**src/rtl/alu_arbiter.sv**
```systemverilog
// alu_arbiter: shares one 4-bit combinational ALU between two valid/ready
// requesters. Each accepted operation is registered, executed, and returned
// on a single response channel tagged with the originating requester.
// Ports:
//   clk, rst_n                        clock, async active-low reset
//   req{0,1}_valid/_ready             request handshake per requester
//   req{0,1}_a/_b (4b), req{0,1}_op   operands and opcode
//   rsp_valid/rsp_ready               response handshake
//   rsp_id, rsp_result, rsp_carry,    tagged ALU result and flags
//   rsp_zero
//   busy                              high whenever not idle
// Build option: define ALU_ARB_ROUND_ROBIN_EN for round-robin arbitration;
// otherwise requester 0 has fixed priority.
module alu_arbiter (
    input  logic       clk,
    input  logic       rst_n,
    input  logic       req0_valid,
    output logic       req0_ready,
    input  logic [3:0] req0_a,
    input  logic [3:0] req0_b,
    input  logic [2:0] req0_op,
    input  logic       req1_valid,
    output logic       req1_ready,
    input  logic [3:0] req1_a,
    input  logic [3:0] req1_b,
    input  logic [2:0] req1_op,
    output logic       rsp_valid,
    input  logic       rsp_ready,
    output logic       rsp_id,
    output logic [3:0] rsp_result,
    output logic       rsp_carry,
    output logic       rsp_zero,
    output logic       busy
);

    typedef enum logic [1:0] {
        IDLE,
        EXEC,
        RESP
    } state_t;

    state_t     state;
    state_t     state_nxt;
    logic       grant_id;
    logic       accept;
    logic [3:0] a_q;
    logic [3:0] b_q;
    logic [2:0] op_q;
    logic       id_q;
    logic [4:0] alu_wide;
    logic [3:0] alu_result;
    logic       alu_carry;
    logic       alu_zero;

`ifdef ALU_ARB_ROUND_ROBIN_EN
    // Requester granted at the most recent accept; reset to 1 so
    // requester 0 wins the first contention.
    logic last_grant;

    always_comb begin
        if (req0_valid && req1_valid)
            grant_id = ~last_grant;
        else
            grant_id = req1_valid;
    end

    always_ff @(posedge clk or negedge rst_n) begin
        if (!rst_n)
            last_grant <= 1'b1;
        else if (accept)
            last_grant <= grant_id;
    end
`else
    always_comb begin
        grant_id = req1_valid & ~req0_valid;
    end
`endif

    assign req0_ready = (state == IDLE) && req0_valid && !grant_id;
    assign req1_ready = (state == IDLE) && req1_valid && grant_id;
    assign accept     = req0_ready | req1_ready;
    assign busy       = (state != IDLE);

    always_ff @(posedge clk or negedge rst_n) begin
        if (!rst_n)
            state <= IDLE;
        else
            state <= state_nxt;
    end

    always_comb begin
        state_nxt = state;
        unique case (state)
            IDLE:    if (accept) state_nxt = EXEC;
            EXEC:    state_nxt = RESP;
            RESP:    if (rsp_valid && rsp_ready) state_nxt = IDLE;
            default: state_nxt = IDLE;
        endcase
    end

    // Shared ALU. Subtraction is done 5 bits wide so bit 4 is the borrow.
    always_comb begin
        alu_wide = 5'd0;
        unique case (op_q)
            3'b000:  alu_wide = {1'b0, a_q} + {1'b0, b_q};
            3'b001:  alu_wide = {1'b0, a_q} - {1'b0, b_q};
            3'b010:  alu_wide = {1'b0, a_q & b_q};
            3'b011:  alu_wide = {1'b0, a_q | b_q};
            3'b100:  alu_wide = {1'b0, ~a_q};
            default: alu_wide = 5'd0;
        endcase
        alu_result = alu_wide[3:0];
        alu_carry  = alu_wide[4];
        alu_zero   = (alu_wide[3:0] == 4'd0);
    end

    always_ff @(posedge clk or negedge rst_n) begin
        if (!rst_n) begin
            a_q  <= 4'd0;
            b_q  <= 4'd0;
            op_q <= 3'd0;
            id_q <= 1'b0;
        end else if (accept) begin
            a_q  <= grant_id ? req1_a  : req0_a;
            b_q  <= grant_id ? req1_b  : req0_b;
            op_q <= grant_id ? req1_op : req0_op;
            id_q <= grant_id;
        end
    end

    // Response registers hold their value after consumption; only
    // rsp_valid is cleared.
    always_ff @(posedge clk or negedge rst_n) begin
        if (!rst_n) begin
            rsp_valid  <= 1'b0;
            rsp_id     <= 1'b0;
            rsp_result <= 4'd0;
            rsp_carry  <= 1'b0;
            rsp_zero   <= 1'b0;
        end else if (state == EXEC) begin
            rsp_valid  <= 1'b1;
            rsp_id     <= id_q;
            rsp_result <= alu_result;
            rsp_carry  <= alu_carry;
            rsp_zero   <= alu_zero;
        end else if (rsp_valid && rsp_ready) begin
            rsp_valid  <= 1'b0;
        end
    end

endmodule

```
**config.mk**
```make
export PLATFORM = sky130hd
export DESIGN_NAME = alu_arbiter
export DESIGN_NICKNAME = d
export VERILOG_FILES = /design/src/rtl/alu_arbiter.sv
export SDC_FILE = /design/constraint.sdc
export NUM_CORES = 1
export LEC_CHECK = 0
export CAP_MARGIN = 20
export CORE_MARGIN = 1
export CORE_UTILIZATION = 40
export DETAILED_ROUTE_END_ITERATION = 10
export PLACE_DENSITY_LB_ADDON = 0.2
export SYNTH_ARGS = -nofsm -noshare
export SYNTH_HDL_FRONTEND = slang
export SYNTH_SLANG_ARGS = --single-unit
```
**constraint.sdc**
```tcl
create_clock -name clk -period 3 [get_ports clk]
set_clock_uncertainty 0.2 [all_clocks]
set_input_delay 0.9 -clock clk [delete_from_list [all_inputs] [get_ports clk]]
set_output_delay 0.9 -clock clk [all_outputs]
set_load 0.02 [all_outputs]
```
# Word-level counts from Yosys, hierarchy flattened
# Index checks and enable logic that the tools add are counted.
# op_classes
addsub	2
n_mul	0
div	0
magnitude_cmp	0
n_eq_ne	8
n_shift	0
mux	9
bitwise	6
n_reduce_logical	12
# ops
operator	n
case mux 5 bit (5 select lines)	1
2-to-1 mux 4 bit	2
equality test 3 x 2 -> 1 bit, second input constant	2
case mux 2 bit (3 select lines)	1
adder 4 x 4 -> 5 bit	1
logical AND 1 bit	5
subtractor 4 x 4 -> 5 bit	1
bitwise AND 4 bit	1
logical NOT 4 bit	1
2-to-1 mux 2 bit	2
inequality test 2 bit, second input constant	2
NOT 4 bit	1
OR 4 bit	1
nonzero test 2 bit	2
equality test 3 x 1 -> 1 bit, second input constant	1
equality test 3 bit, second input constant	1
logical NOT 3 bit	1
2-to-1 mux 3 bit	1
equality test 2 x 1 -> 1 bit, second input constant	1
equality test 2 bit, second input constant	1
logical NOT 2 bit	1
2-to-1 mux 1 bit	2
AND reduction 2 bit	1
bitwise AND 1 bit	1
other kinds (3)	3
# totals
reg_bits	22
latchBits	0
ramBits	0
mem_bits_ro	0
in_bits	27
output_inout_bits	11
mem_count	0

# Longest topological paths before layout
# depth
depth_word	7
ltp_mapped	12
depth_no_buf	11

# Worst setup path before layout
# No wires, ideal clock.
# synth_timing
path_type	input to output
startpoint	in req1_valid
endpoint	out req1_ready
t_arrival_ns	1.356
t_required_ns	1.900
setup_slack_ns	0.544
cell_stages	2
n_path_buf	0
path_cell_list	nor2b_1 > and2_1
# synth_between
elab_chain_len	2
elab_cells_between_ends	3
# synth_lines
element	line_no	rtl
start, declared	22	input logic req1_valid,
bitwise AND 1 bit or logical AND 1 bit (tied branches)	75, 80	
logical AND 1 bit (*)	80	assign req1_ready = (state == IDLE) && req1_valid && grant_id;
end, declared	23	output logic req1_ready,
# Mark *: on every way between the ends. The rest lies on a longest branch, timed or not.

# Worst setup path after layout
# layout_timing
startpoint	in req0_valid
endpoint	out req1_ready
# layout_between
elab_chain_len	3
# layout_lines
element	line_no	rtl
start, declared	17	input logic req0_valid,
NOT 1 bit	75	grant_id = req1_valid & ~req0_valid;
bitwise AND 1 bit	75	
logical AND 1 bit	80	
# Every way passes these cells.

==> summary.md <==
| Metric | Value |
|---|---|
| Outcome | `completed` |
| Peak supply drop | `0.4488 mV` |
| Synth area leader | `dfrtp_1` |
| Max cap viols | `0` |
| DRC marker count from the first detailed-route iteration | `29` |
| Die span in y | `59.64 um` |
| Main synth FF type | `dfrtp_1` |
| Vias | `1139` |
| Post-DP HPWL | `2350 um` |
| Worst Hold Class | `register to register` |
| Syn. warnings | `0` |
| CP required | `1900 ps` |
| I/O Buffers | `37` |
| RSZ-0062 raised after global routing | `no` |
| Synthesis-to-finish area growth | `37.29%` |
| TritonCTS buffer count | `3` |
| Total Routed Length | `2881 um` |
| Async set-reset flop share out of synthesis | `1.000` |
| Met3 WL | `126 um` |
| Num Clock Sinks | `22` |
| CTS tree | `yes` |
| Area share of the largest cell type after synthesis | `0.4143` |
| Row count | `20` |
| DR WL/cell | `12.53 um` |
| Clock root buffer | `clkbuf_4` |
| M1 WL | `1198 um` |
| Worst-path maximum fanout | `3` |
| CP Data Arrival Time | `1810 ps` |
| Die W | `59.64 um` |
| Initial antenna violation count | `0` |
| Netlist cell types | `34` |
| Nets | `222` |
| Largest net degree at the start of global routing | `24` |
| Io pins | `38` |
| Synth Register Bits | `22` |
| N_diodes | `0` |
| Die ar. | `3556 sq um` |
| Final ANT Viol Nets | `0` |
| Post-synthesis average cell area | `9.228 sq um` |
| Post-Synthesis Cell Area | `1329 sq um` |
| # setup viols final | `0` |
| Total grt overflow | `0` |
| Routed wl met2 | `1556 um` |
| Longest Clk Path Bufs | `2` |
| WS Path Type | `primary input to output port` |
| Layout cells sized above 1 | `0.1129` |
| Filler cells | `314` |
| Sequential fraction of the synthesis area | `0.4143` |
| Worst slack at placement | `-415.6 ps` |
| Final Critical Period | `2912 ps` |
| Clk_lat worst skew | `300 ps` |
| Commonest cells post-synth | `nand2_1 (23), dfrtp_1 (22), o21ai_0 (19)` |
| CTS clock-pin slew for the worst setup and hold paths | `120 ps` |
| Initial core utilization | `0.4282` |
| CP Capture Type | `output port` |
| Max-slew violation count | `0` |
| Least-Margin Pin Slew | `419.6 ps` |
| Final WS setup | `88.06 ps` |
| Vias per cell | `4.952` |
| Setup crit start kind | `primary input` |
| Number of enable flip-flop cells after synthesis | `0` |
| Vias in the first global route | `1043` |
| Post-synthesis cell count | `144` |
| Largest cells by area after synthesis | `dfrtp_1 (41%), mux2i_1 (9.0%), o21ai_0 (7.2%)` |
| Top-count cell post-synth | `nand2_1` |
| Wire length of the first global-routing pass | `4774 um` |
| Final hold vios | `0` |
| Htree depth | `1` |
| Postcts setup bufs | `0` |
| Lkg Pwr | `0.8436 nW` |
| Top Metal Used | `met3` |
| TNS Setup | `0 ps` |
| Final period utilization | `0.9706` |
| Core area | `3103 sq um` |
| Pwr dens | `1105 nW/um^2` |
| Drt first pass iters | `4` |
| Worst slew margin | `0.7202` |
| Tot GR Track Use | `0.1809` |
| Worst hold slack | `296.2 ps` |
| FMAX | `0.3434 GHz` |
| Syn nets | `179` |
| Placer Congestion | `0.8401` |
| DRC viols | `0` |
## power breakdown
part	total (mW)	internal (mW)	switching, mW
registers	0.563	0.435	0.127
clock network	0.223	0.135	0.0878
logic	1.23	0.578	0.653
## metrics by stage
| step | instances | total power, mW | area, sq um | utilization |
|---|---|---|---|---|
| 2_1_floorplan | 144 | 1.423 | 1329 | - |
| 3_3_place_gp | 226 | 1.768 | 1772 | 0.5710 |
| 3_5_place_dp | 226 | 1.811 | 1772 | 0.5710 |
| 4_1_cts | 230 | 2.036 | 1818 | 0.5859 |
| 5_1_grt | 230 | 2.209 | 1824 | 0.5879 |
| 6_report | 230 | 2.017 | 1824 | 0.5879 |
## cells by family after synthesis
logic type | synth area share
AOI/OAI and AO/OA | 0.1704
and+or+nand+nor | 0.1281
DFF | 0.4143
buffers and inverters | 0.06591
muxes | 0.1073
adders and majority gates | 0.08098
xor gates and xnor gates | 0.03296
## registers in the layout (all words and copies together), names as in the netlist
| signal | cells |
|---|---|
| a_q | 4 |
| b_q | 4 |
| rsp_result | 4 |
| op_q | 3 |
| state | 2 |
| id_q | 1 |
| rsp_carry | 1 |
| rsp_id | 1 |
| rsp_valid | 1 |
| rsp_zero | 1 |
## routing by layer
layer,global-route usage,vias up
met5,0,-
met3,0.03930,0
met2,0.3628,30
li1,-,577
met4,0,0
met1,0.2047,532
## placed cells by master (no fill, tap or decap), types with 2 or more instances in the layout
cell	instances
o21ai_1	2
mux2i_1	12
nor3_1	3
nand2_1	23
mux2_2	2
a21oi_1	7
dfrtp_1	22
clkbuf_4	3
a21o_1	2
xor2_1	3
o22ai_1	2
buf_4	8
xnor2_1	2
ha_1	7
o21ai_0	17
nor2_1	4
inv_1	14
clkdlybuf4s50_1	35
## cell type report
type	instances	area [sq um]	share of cell area
Multi-Input combinational cell	102	698.2	0.3827
Clock buffer	3	22.52	0.01235
Tap cell	44	55.05	0.03018
Sequential cell	22	550.5	0.3018
Timing Repair Buffer	44	415.4	0.2277
Clock inverter	1	30.03	0.01646
Inverter	14	52.55	0.02881
## critical path, stage by stage
cell	delay, ps
clkdlybuf4s50_1	540
nor2b_4	50
and2_1	160
buf_4	150
## path summary, 6_finish.rpt
check                                          start                         to  slack, ps  cells after the start
max                                       req0_valid                 req1_ready         90                      4
min                        rsp_result[3]$_DFFE_PN0P_  rsp_result[3]$_DFFE_PN0P_        300                      2
max in group asynchronous                      rst_n         a_q[0]$_DFFE_PN0P_       1660                      2
max reg2reg                       b_q[1]$_DFFE_PN0P_       rsp_zero$_DFFE_PN0P_        390                     10
min in group asynchronous                      rst_n         rsp_id$_DFFE_PN0P_        720                      2
min reg2reg                rsp_result[3]$_DFFE_PN0P_  rsp_result[3]$_DFFE_PN0P_        300                      2
## what timing repair did
item	in CTS	in global routing
pin swaps	0	0
gates resized for setup	5	6
setup endpoints to repair	2	4
hold buffers	0	0
Power figures use the tool's default switching activity.
